### config.mk
export PLATFORM = sky130hd
export DESIGN_NAME = stopwatch_lap_cu
export DESIGN_NICKNAME = d
export VERILOG_FILES = /design/src/rtl/stopwatch_lap_cu.sv
export SDC_FILE = /design/constraint.sdc
export NUM_CORES = 1
export LEC_CHECK = 0
export CAP_MARGIN = 40
export CORE_MARGIN = 1
export CORE_UTILIZATION = 46
export DETAILED_ROUTE_END_ITERATION = 8
export DONT_BUFFER_PORTS = 1
export PLACE_DENSITY_LB_ADDON = 0.05
export SLEW_MARGIN = 20
export SYNTH_ARGS = -nofsm -noshare
export SYNTH_HDL_FRONTEND = slang
export SYNTH_SLANG_ARGS = --single-unit
### constraint.sdc
create_clock -name clk -period 2.3 [get_ports clk]
set_input_delay 0.69 -clock clk [delete_from_list [all_inputs] [get_ports clk]]
set_output_delay 0.69 -clock clk [all_outputs]
set_load 0.02 [all_outputs]
### src/rtl/stopwatch_lap_cu.sv
// Stopwatch control unit: run/stop/clear sequencing plus a lap (split) display
// that freezes a snapshot of the msec/sec counts for HOLD_TICKS ticks.
module stopwatch_lap_cu #(
    parameter int unsigned MSEC_MAX   = 100,
    parameter int unsigned SEC_MAX    = 60,
    parameter int unsigned HOLD_TICKS = 300
) (
    input  logic                        clk,
    input  logic                        reset,
    input  logic                        i_runstop,
    input  logic                        i_clear,
    input  logic                        i_lap,
    input  logic                        i_mode_sw,
    input  logic                        i_tick,
    input  logic [$clog2(MSEC_MAX)-1:0] i_msec,
    input  logic [$clog2(SEC_MAX)-1:0]  i_sec,
    output logic                        o_runstop,
    output logic                        o_clear,
    output logic                        o_mode,
    output logic                        o_lap_active,
    output logic [$clog2(MSEC_MAX)-1:0] o_disp_msec,
    output logic [$clog2(SEC_MAX)-1:0]  o_disp_sec
);
    localparam int unsigned MW = $clog2(MSEC_MAX);
    localparam int unsigned SW = $clog2(SEC_MAX);
    localparam int unsigned HW = $clog2(HOLD_TICKS + 1);

    typedef enum logic [1:0] {IDLE, RUN, STOP, LAP} state_t;

    state_t          state_q, state_d;
    logic            runstop_q, clear_q, clear_d, mode_q, lap_active_q;
    logic [MW-1:0]   lap_msec_q, lap_msec_d;
    logic [SW-1:0]   lap_sec_q, lap_sec_d;
    logic [HW-1:0]   hold_q, hold_d;

    always_comb begin
        state_d    = state_q;
        clear_d    = 1'b0;
        lap_msec_d = lap_msec_q;
        lap_sec_d  = lap_sec_q;
        hold_d     = hold_q;
        case (state_q)
            IDLE, STOP: begin
                if (i_runstop) begin
                    state_d = RUN;
                end else if (i_clear) begin
                    state_d = IDLE;
                    clear_d = 1'b1;
                end
            end
            RUN: begin
                if (i_runstop) begin
                    state_d = STOP;
                end else if (i_lap) begin
                    state_d    = LAP;
                    lap_msec_d = i_msec;
                    lap_sec_d  = i_sec;
                    hold_d     = '0;
                end
            end
            LAP: begin
                // Recapture outranks a coincident tick; release on the tick
                // that would make the count reach HOLD_TICKS.
                if (i_runstop) begin
                    state_d = STOP;
                    hold_d  = '0;
                end else if (i_lap) begin
                    lap_msec_d = i_msec;
                    lap_sec_d  = i_sec;
                    hold_d     = '0;
                end else if (i_tick) begin
                    if (hold_q == HW'(HOLD_TICKS - 1)) begin
                        state_d = RUN;
                        hold_d  = '0;
                    end else begin
                        hold_d = hold_q + 1'b1;
                    end
                end
            end
            default: state_d = IDLE;
        endcase
    end

    always_ff @(posedge clk) begin
        if (reset) begin
            state_q      <= IDLE;
            runstop_q    <= 1'b0;
            clear_q      <= 1'b0;
            mode_q       <= 1'b0;
            lap_active_q <= 1'b0;
            lap_msec_q   <= '0;
            lap_sec_q    <= '0;
            hold_q       <= '0;
        end else begin
            state_q      <= state_d;
            runstop_q    <= (state_d == RUN) || (state_d == LAP);
            clear_q      <= clear_d;
            lap_active_q <= (state_d == LAP);
            lap_msec_q   <= lap_msec_d;
            lap_sec_q    <= lap_sec_d;
            hold_q       <= hold_d;
            if ((state_q == IDLE) || (state_q == STOP)) begin
                mode_q <= i_mode_sw;
            end
        end
    end

    assign o_runstop    = runstop_q;
    assign o_clear      = clear_q;
    assign o_mode       = mode_q;
    assign o_lap_active = lap_active_q;
    assign o_disp_msec  = lap_active_q ? lap_msec_q : i_msec;
    assign o_disp_sec   = lap_active_q ? lap_sec_q  : i_sec;

endmodule
==> results of run 1 <==
==> kinds of logic after synthesis <==
| kind of cell | after synthesis |
|---|---|
| simple gates | 59 |
| compound gates | 30 |
| flops | 28 |
| mux | 14 |
| buf+inv | 8 |
| xor+xnor | 7 |
| fa+ha+maj | 1 |
==> registers in the layout, summed over array words and instances (netlist names) <==
name          cells
lap_msec_q        7
o_runstop         1
state_q           2
o_lap_active      1
o_clear           1
o_mode            1
hold_q            9
lap_sec_q         6
==> worst reg2reg max path, stage by stage (launching register included) <==
cell	delay (ns)
dfxtp_1	0.45
ha_1	0.22
nor4bb_1	0.50
a41oi_1	0.19
a211oi_1	0.31
nor3_1	0.08
==> metal layers <==
metal | wire length, um | vias up | share of wire | track usage
met1 | 1100 | 485 | 0.45 | 0.213
li1 | - | 518 | - | -
met2 | 1170 | 27 | 0.48 | 0.279
met4 | 10 | 0 | 0.0041 | 0.0536
met3 | 139 | 2 | 0.057 | 0.0351
met5 | 0 | - | 0 | 0
==> per-stage QoR <==
step / util / std cells / hold slack (ns) / total power (uW)
6_report: 0.534 / 177 / 0.404 / 941
3_3_place_gp: 0.514 / 173 / 0.432 / 627
4_1_cts: 0.534 / 177 / 0.390 / 955
3_5_place_dp: 0.514 / 173 / 0.441 / 628
2_1_floorplan: - / 147 / 0.433 / 622
5_1_grt: 0.534 / 177 / 0.371 / 982
==> power groups by stage <==
| stage | combinational [uW] | sequential [uW] | clock, uW |
|---|---|---|---|
| final | 97.5 | 519 | 325 |
| after global routing | 106 | 522 | 353 |
| after CTS | 98.8 | 520 | 336 |
| after detailed placement | 98.5 | 530 | 0 |
| after global placement | 97.6 | 530 | 0 |
| after floorplan | 96.9 | 525 | 0 |
==> path summary, 6_finish.rpt <==
path           startpoint              to  slack (ns)  cells past startpoint
max          o_lap_active  o_disp_msec[4]        0.32                      2
min                 reset       hold_q[7]        0.40                      1
max reg2reg     hold_q[0]    o_lap_active        0.46                      5
min reg2reg  lap_sec_q[2]    lap_sec_q[2]        0.46                      2
==> layout by cell type (no fill, tap or decap), types with 2 or more instances in the layout <==
| cell | instances |
|---|---|
| nand2_1 | 30 |
| buf_4 | 3 |
| dfxtp_1 | 28 |
| xnor2_1 | 5 |
| a21oi_1 | 17 |
| nor2_1 | 12 |
| mux2_2 | 13 |
| xor2_1 | 2 |
| nor3_1 | 3 |
| clkbuf_4 | 3 |
| nand3_1 | 4 |
| a211oi_1 | 4 |
==> layout make-up <==
type / count / area [sq um]
clock buffer: 3 / 22.5
clock inverter: 1 / 30.0
fill: 252 / 1210
inverter: 1 / 3.75
multi-input combinational: 111 / 707
sequential: 28 / 561
tap: 30 / 37.5
timing repair buffer: 3 / 22.5
==> cell usage after synthesis (2+ instances only) <==
master    count  area [sq um]
xor2_1        2          17.5
mux2_2       13           146
clkbuf_1      4          15.0
nand3_1       4          20.0
dfxtp_1      28           561
nor2_1       12          45.0
nor3_1        3          15.0
xnor2_1       5          43.8
a211oi_1      4          30.0
a21oi_1      17          85.1
nand2_1      30           113
==> metrics.yaml, run 1 <==
outcome:
  run_status: "finished clean"
placement:
  postPlaceCellArea_sq_um: 1330
  dp_worst_setup_slack_ns: 0.348
  place.gp.congestion: 0.788
  io_buffers: 0
  dp_hpwl_mm: 1.77
global_route:
  grt_max_degree: 23
  grt_usage: 0.167
  antenna_found_initial: 0
  first_global_vias: 991
  grt_overflow: 0
  grt_pass1_wl_mm: 4.20
die:
  die_x_um: 55.3
  die_h_um: 55.3
  core_sq_um: 2590
  rows: 18
  pin_count: 37
  dieArea_sq_um: 3060
  start_util: 0.505
critical_path:
  crit_slowest_cell: "mux2_2"
  cp_slowest_stage_delay_ns: 0.42
  crit_family: "multiplexers"
  crit_chain: "buf_4, mux2_2"
  arrival_ns: 1.29
  crit_path_start_kind: "flip-flop"
  crit_path_end_kind: "output port"
  crit_fanout: 14
  cp.required_ns: 1.61
  crit_buf_inv: 1
  criticalPathCategory: "flip-flop to output port"
clocking:
  htreeDepth: 1
  cts_hold_buf: 0
  cts-root-buf: "clkbuf_4"
  tritoncts: "done"
  path_clk_slew_ns: 0.16
  clock_sinks: 28
  cts.path.max_buffers: 2
  post_cts_resized: 0
  cts_buffers: 3
  clk_latency_ns: 0.32
  cts_setup_buffers: 0
timing:
  setup_ws_ns: 0.318
  max_freq_mhz: 505
  rsz0062_at_grt: "false"
  tightestPinTransition_ns: 0.503
  max_slew_margin: 0.660
  min_period_over_period: 0.862
  period_needed_ns: 1.98
  setup_viol: 0
  tns_ns: 0
  hold_viol: 0
  fin_worst_skew_ns: 0.00202
  final_max_slew_viol_count: 0
routing:
  dr.pass1.iters: 4
  vias_per_cell: 5.83
  drtIter0Drc: 19
  vias: 1032
  avgRoutedWirePerCell_um: 13.7
  drcViolationCount: 0
  ant_nets: 0
  totalWireLength_mm: 2.42
synthesis:
  synthSimpleGateAreaFrac: 0.221
  ys_warn_count: 0
  synth_area_sq_um: 1310
  yosysSeqAreaShare: 0.428
  synth_mux_area_frac: 0.120
  netlist-cell-type-count: 36
  synth_compound_area_frac: 0.143
  synth_area_per_cell_sq_um: 8.90
  synth_xor_area_frac: 0.0468
  yosys.area_share.adder: 0.00956
  synth_top_family_by_area: "simple AND/OR/NAND/NOR gates"
  synth_cells: 147
  synth_fp_nets: 168
  synth_top_flop_cell: "dfxtp_1"
  synth_edf_count: 0
  async_flop_share: 0
  synth_seq_cells: 28
layout:
  antenna_cells: 0
  drive_above_1_share: 0.163
  fin_nets: 169
  final_area_sq_um: 1380
  area_growth_pct: 5.74
worst_hold_path:
  hold_class: "primary input to flip-flop"
power_and_ir_drop:
  ir_drop_uv: 367
  p_clk_frac: 0.345
  leakage_uw: 0.000457
  power.density_nw_per_um2: 680
  p_int_uw: 716
  switching_power_uw: 225
  comb_power_share: 0.104
  swShare: 0.239
  sequentialPowerShare: 0.552
job:
  cap_violations: 0
(Power assumes the default switching activity.)
==> run 2: changes to the inputs <==
- CORE_ASPECT_RATIO: not set -> 0.9
==> metrics.yaml, run 2 (synthesis results as in run 1) <==
worst_hold_path:
  hold_class: "primary input to flip-flop"
  holdCritStartpoint: "reset"
global_route:
  antenna_found_initial: 0
  grt_max_degree: 23
  grt_pass1_wl_mm: 4.09
  grt_usage: 0.176
  grt_overflow: 0
  first_global_vias: 944
outcome:
  run_status: "finished clean"
clocking:
  cts_hold_buf: 0
  tritoncts: "done"
  cts_buffers: 3
  cts_setup_buffers: 0
  post_cts_resized: 0
  cts-root-buf: "clkbuf_4"
  clk_latency_ns: 0.32
  htreeDepth: 1
  cts.path.max_buffers: 2
  clock_sinks: 28
  path_clk_slew_ns: 0.14
layout:
  fin_nets: 168
  area_growth_pct: 4.78
  final.fill_count: 249
  mostFrequentLayoutCell: "nand2_1"
  final_cell_mix: "nand2_1, dfxtp_1, a21oi_1"
  antenna_cells: 0
  top_register: "hold_q"
  largestRegisters: "hold_q: 9 flops, lap_msec_q: 7 flops, lap_sec_q: 6 flops"
  largest_reg_flops: 9
  drive_above_1_share: 0.164
critical_path:
  crit_buf_inv: 0
  cp_num_cells: 1
  crit_family: "flip-flops"
  r2r_end: "hold_q[8]"
  crit_path_end_kind: "output port"
  timing.rr.start: "hold_q[0]"
  endpoint: "o_disp_msec[4]"
  crit_path_start_kind: "flip-flop"
  cp_slowest_stage_delay_ns: 0.55
  cp-startpoint: "o_lap_active"
  criticalPathCategory: "flip-flop to output port"
  crit_fanout: 14
  cp.required_ns: 1.61
  r2r_slack_ns: 0.45
  arrival_ns: 1.31
  crit_chain: "mux2_2"
  ff2ff_path_depth: 6
  crit_slowest_cell: "dfxtp_2"
timing:
  tightestPinTransition_ns: 0.523
  min_period_over_period: 0.871
  setup_viol: 0
  setup_ws_ns: 0.296
  tns_ns: 0
  rsz0062_at_grt: "false"
  max_slew_margin: 0.646
  max_freq_mhz: 499
  fin_worst_skew_ns: 0.00758
  hold_viol: 0
  period_needed_ns: 2.00
  final_max_slew_viol_count: 0
die:
  rows: 17
  start_util: 0.509
  die_h_um: 52.6
  die_x_um: 58.2
  pin_count: 37
  core_sq_um: 2570
  dieArea_sq_um: 3060
routing:
  dr.pass1.iters: 4
  ant_nets: 0
  drcViolationCount: 0
  vias: 1011
  avgRoutedWirePerCell_um: 13.3
  totalWireLength_mm: 2.44
  drtIter0Drc: 22
  vias_per_cell: 5.49
job:
  cap_violations: 0
placement:
  dp_worst_setup_slack_ns: 0.373
  dp_hpwl_mm: 1.79
  io_buffers: 0
  place.gp.congestion: 0.812
power_and_ir_drop:
  power.density_nw_per_um2: 619
  ir_drop_uv: 440
  leakage_uw: 0.000445
==> run 2: how the worst min path moves through the flow <==
stage          slack [ns]            end  cells after the start
6_report             0.41      hold_q[7]                      1
5_1_grt              0.37      hold_q[1]                      1
4_1_cts              0.39         o_mode                      1
3_5_place_dp         0.44   lap_sec_q[2]                      2
3_3_place_gp         0.43  lap_msec_q[0]                      2
2_1_floorplan        0.43  lap_msec_q[0]                      2
==> run 2: area by class of cell <==
type,count,area [sq um],share of cell area
repair buffers,2,15.0,0.0109
inverters,1,3.75,0.00274
well taps,38,47.5,0.0347
flip-flops and latches,28,562,0.410
multi-input cells,111,707,0.516
clock buffers,4,36.3,0.0265
==> run 2: metrics by stage <==
stage                      util  instances  total power (uW)  area [sq um]  hold slack (ns)
final                     0.533        184               848          1370            0.414
after global routing      0.533        184               892          1370            0.375
after CTS                 0.532        184               865          1370            0.394
after detailed placement  0.518        180               627          1330            0.440
after global placement    0.518        180               626          1330            0.433
after floorplan               -        147               622          1310            0.433
==> run 2: layer usage <==
layer | global-route usage | vias up | routed length (um)
li1 | - | 518 | -
met1 | 0.226 | 469 | 1130
met2 | 0.301 | 24 | 1200
met3 | 0.0519 | 0 | 114
met4 | 0.0238 | 0 | 0
met5 | 0 | - | 0
==> run 2: where the power goes <==
part | internal [uW] | leakage [uW] | switching (uW)
combinational | 38.2 | 0.000197 | 53.6
clock | 96.8 | 0.0000210 | 136
sequential | 501 | 0.000228 | 23.0
total | 636 | 0.000445 | 212
==> run 3: changes to the inputs <==
- HOLD_SLACK_MARGIN: not set -> 0.02
==> results of run 3 <==
The final DEF is identical to that of run 2; final timing and power are the same.
==> patch: new RTL, settings of run 3 <==
Put a register stage on the outputs `o_disp_msec` and `o_disp_sec`. The values now appear one clock later. The other outputs are not delayed to match.
--- a/src/rtl/stopwatch_lap_cu.sv
+++ b/src/rtl/stopwatch_lap_cu.sv
@@ -110,6 +110,8 @@
     assign o_mode       = mode_q;
     assign o_lap_active = lap_active_q;
-    assign o_disp_msec  = lap_active_q ? lap_msec_q : i_msec;
-    assign o_disp_sec   = lap_active_q ? lap_sec_q  : i_sec;
+    always_ff @(posedge clk) begin
+        o_disp_msec <= lap_active_q ? lap_msec_q : i_msec;
+        o_disp_sec  <= lap_active_q ? lap_sec_q  : i_sec;
+    end
 
 endmodule
Function: changed (a bounded check fails within 4 cycles, from zero or initial values and one cycle with reset high).
==> patch against run 3 <==
- synthesized cell count grew 15%
- critical path depth grew 4
- final area grew 27%
- maximum frequency grew 22%
- clock power grew 94%
- largest cell class is now sequential cells
- largest power group unchanged
- synthesized area grew 24%
- critical path type is now reg -> reg
- worst setup slack gained 0.35 ns
- sequential cell count grew 13
- routed wire length grew 23%
- total power grew 55%
- global-route usage grew 0.42 points
- highest routed layer is now met4
==> patch: results (changes against run 3) <==
- Via/cell ratio: 5.61 (was 5.49)
- Top layer in use: met4 (was met3)
- Hold Fails Final Rpt: 0 (unchanged)
- Outcome: complete, no violations (unchanged)
- Setup violators final: 0 (unchanged)
- Setup Skew: 0.00491 ns (was 0.00758 ns)
- Vias: 1201 (was 1011)
- WL met2: 1500 µm (was 1200 µm)
- Top FF cell, synth: dfxtp_1 (unchanged)
- Actual slew at the worst max-slew pin: 0.374 ns (was 0.523 ns)
- Later-pin clock latency in the skew report: 0.28 ns (was 0.32 ns)
- Post-Place Cells: 207 (was 180)
- DRT iter0 DRCs: 50 (was 22)
- Worst path arrival time: 1.81 ns (was 1.31 ns)
- Netlist cell types: 37 (was 36)
- CP Max Fanout: 5 (was 14)
- GPL Wtd Cong: 0.788 (was 0.812)
- Hold path start: lap_msec_q[3]$_SDFFE_PP0P_ (was reset)
- Layout cell share with drive strength beyond 1: 0.159 (was 0.164)
- Clock H-tree levels: 2 (was 1)
- Post-DP HPWL: 2140 µm (was 1790 µm)
- Clk Tree Root Cell: clkbuf_8 (was clkbuf_4)
- Syn Inst Count: 169 (was 147)
- Peak supply drop: 0.431 mV (was 0.440 mV)
- Leak: 0.597 nW (was 0.445 nW)
- Worst-path clk slew: 0.07 ns (was 0.14 ns)
- CTS resizes: 0 (unchanged)
- 1st-pass router iterations: 4 (unchanged)
- Seq/Total Area, Yosys: 0.505 (was 0.428)
- Top reg by flops: hold_q (unchanged)
- Top post-synthesis cells by count: dfxtp_1 (41), nand2_1 (33), a21oi_1 (16), mux2_2 (13), nor2_1 (10) (was nand2_1 (30), dfxtp_1 (28), a21oi_1 (17), mux2_2 (13), nor2_1 (12))
- GRT Resource Usage Total: 0.180 (was 0.176)
- Post-synth ARST share: 0 (unchanged)
- Clock tree buffer depth: 2 (unchanged)
- Total CTS buffers: 5 (was 3)
- Synth top area cells: dfxtp_1 (51%), mux2_2 (9.0%), nand2_1 (7.6%), a21oi_1 (4.9%), nor2_1 (2.3%) (was dfxtp_1 (43%), mux2_2 (11%), nand2_1 (8.6%), a21oi_1 (6.5%), nor2_1 (3.4%))
- Met3 WL: 205 µm (was 114 µm)
- Commonest non-fill, non-tap cell in the layout: dfxtp_1 (was nand2_1)
- Worst Setup SP: hold_q[0]$_SDFFE_PP0P_ (was o_lap_active$_SDFF_PP0_)
- Port Buffers: 0 (unchanged)
- Aggregate routed wire length: 3010 µm (was 2440 µm)
- Final #Nets: 191 (was 168)
- Largest net degree at the start of global routing: 25 (was 23)
- Dpl ws: 0.503 ns (was 0.373 ns)
- Met1 WL: 1260 µm (was 1130 µm)
- Top Registers: hold_q (9), lap_msec_q (7), o_disp_msec (7) (was hold_q (9), lap_msec_q (7), lap_sec_q (6))
- First-pass GRT wire length: 5120 µm (was 4090 µm)
- Initial antenna violation count: 0 (unchanged)
- Placed Instance Area: 0.00166 mm² (was 0.00133 mm²)
- Worst hold path type: reg -> reg (was in -> reg)
- Total internal power: 1.02 mW (was 0.636 mW)
[patch: cell types whose count changed in the layout (fill, tap and decap cells not counted), sizes merged, moves of 3 or more]
cell and delta:
clkbuf +3, nand2 +4, nand4 +3, dfxtp +13
a31oi +4
[patch: layout make-up]
type	count	area (µm²)
fill	318	1640
clock buffer	7	86.3
tap	44	55.1
multi-input combinational	117	753
timing repair buffer	2	15.0
inverter	3	11.3
sequential	41	821
[patch: power groups by stage]
stage | combinational (mW) | clock [mW] | sequential, mW
CTS | 0.0713 | 0.474 | 0.790
floorplan | 0.0705 | 0 | 0.798
global route | 0.0788 | 0.496 | 0.794
detailed placement | 0.0708 | 0 | 0.807
finish | 0.0699 | 0.452 | 0.790
global placement | 0.0683 | 0 | 0.806
[patch: routing by layer]
layer / global-route usage / vias up
li1: - / 593
met1: 0.205 / 557
met2: 0.307 / 43
met3: 0.0620 / 8
met4: 0.0857 / 0
met5: 0 / -
[patch: kinds of logic (layout without fill, tap and decap cells)]
kind of cell / count (synthesis) / in the layout / synth area share
compound gates: 32 / 32 / 0.129
xor+xnor: 3 / 3 / 0.0162
fa+ha+maj: 1 / 1 / 0.00770
buf+inv: 11 / 12 / 0.0316
flops: 41 / 41 / 0.505
mux: 16 / 16 / 0.109
simple gates: 65 / 65 / 0.202
[patch: final timing paths]
path / slack (ns) / depth (start not counted) / end
setup / recovery: 0.65 / 5 / o_lap_active$_SDFF_PP0_
hold / removal: 0.45 / 2 / lap_msec_q[3]$_SDFFE_PP0P_
setup reg to reg: 0.65 / 5 / o_lap_active$_SDFF_PP0_
hold reg to reg: 0.45 / 2 / lap_msec_q[3]$_SDFFE_PP0P_
[patch: critical path: stages, from the launching register on]
cell,delay [ns]
dfxtp_1,0.38
ha_1,0.25
and4b_1,0.34
a41oi_1,0.15
a211oi_1,0.32
nor3_1,0.08
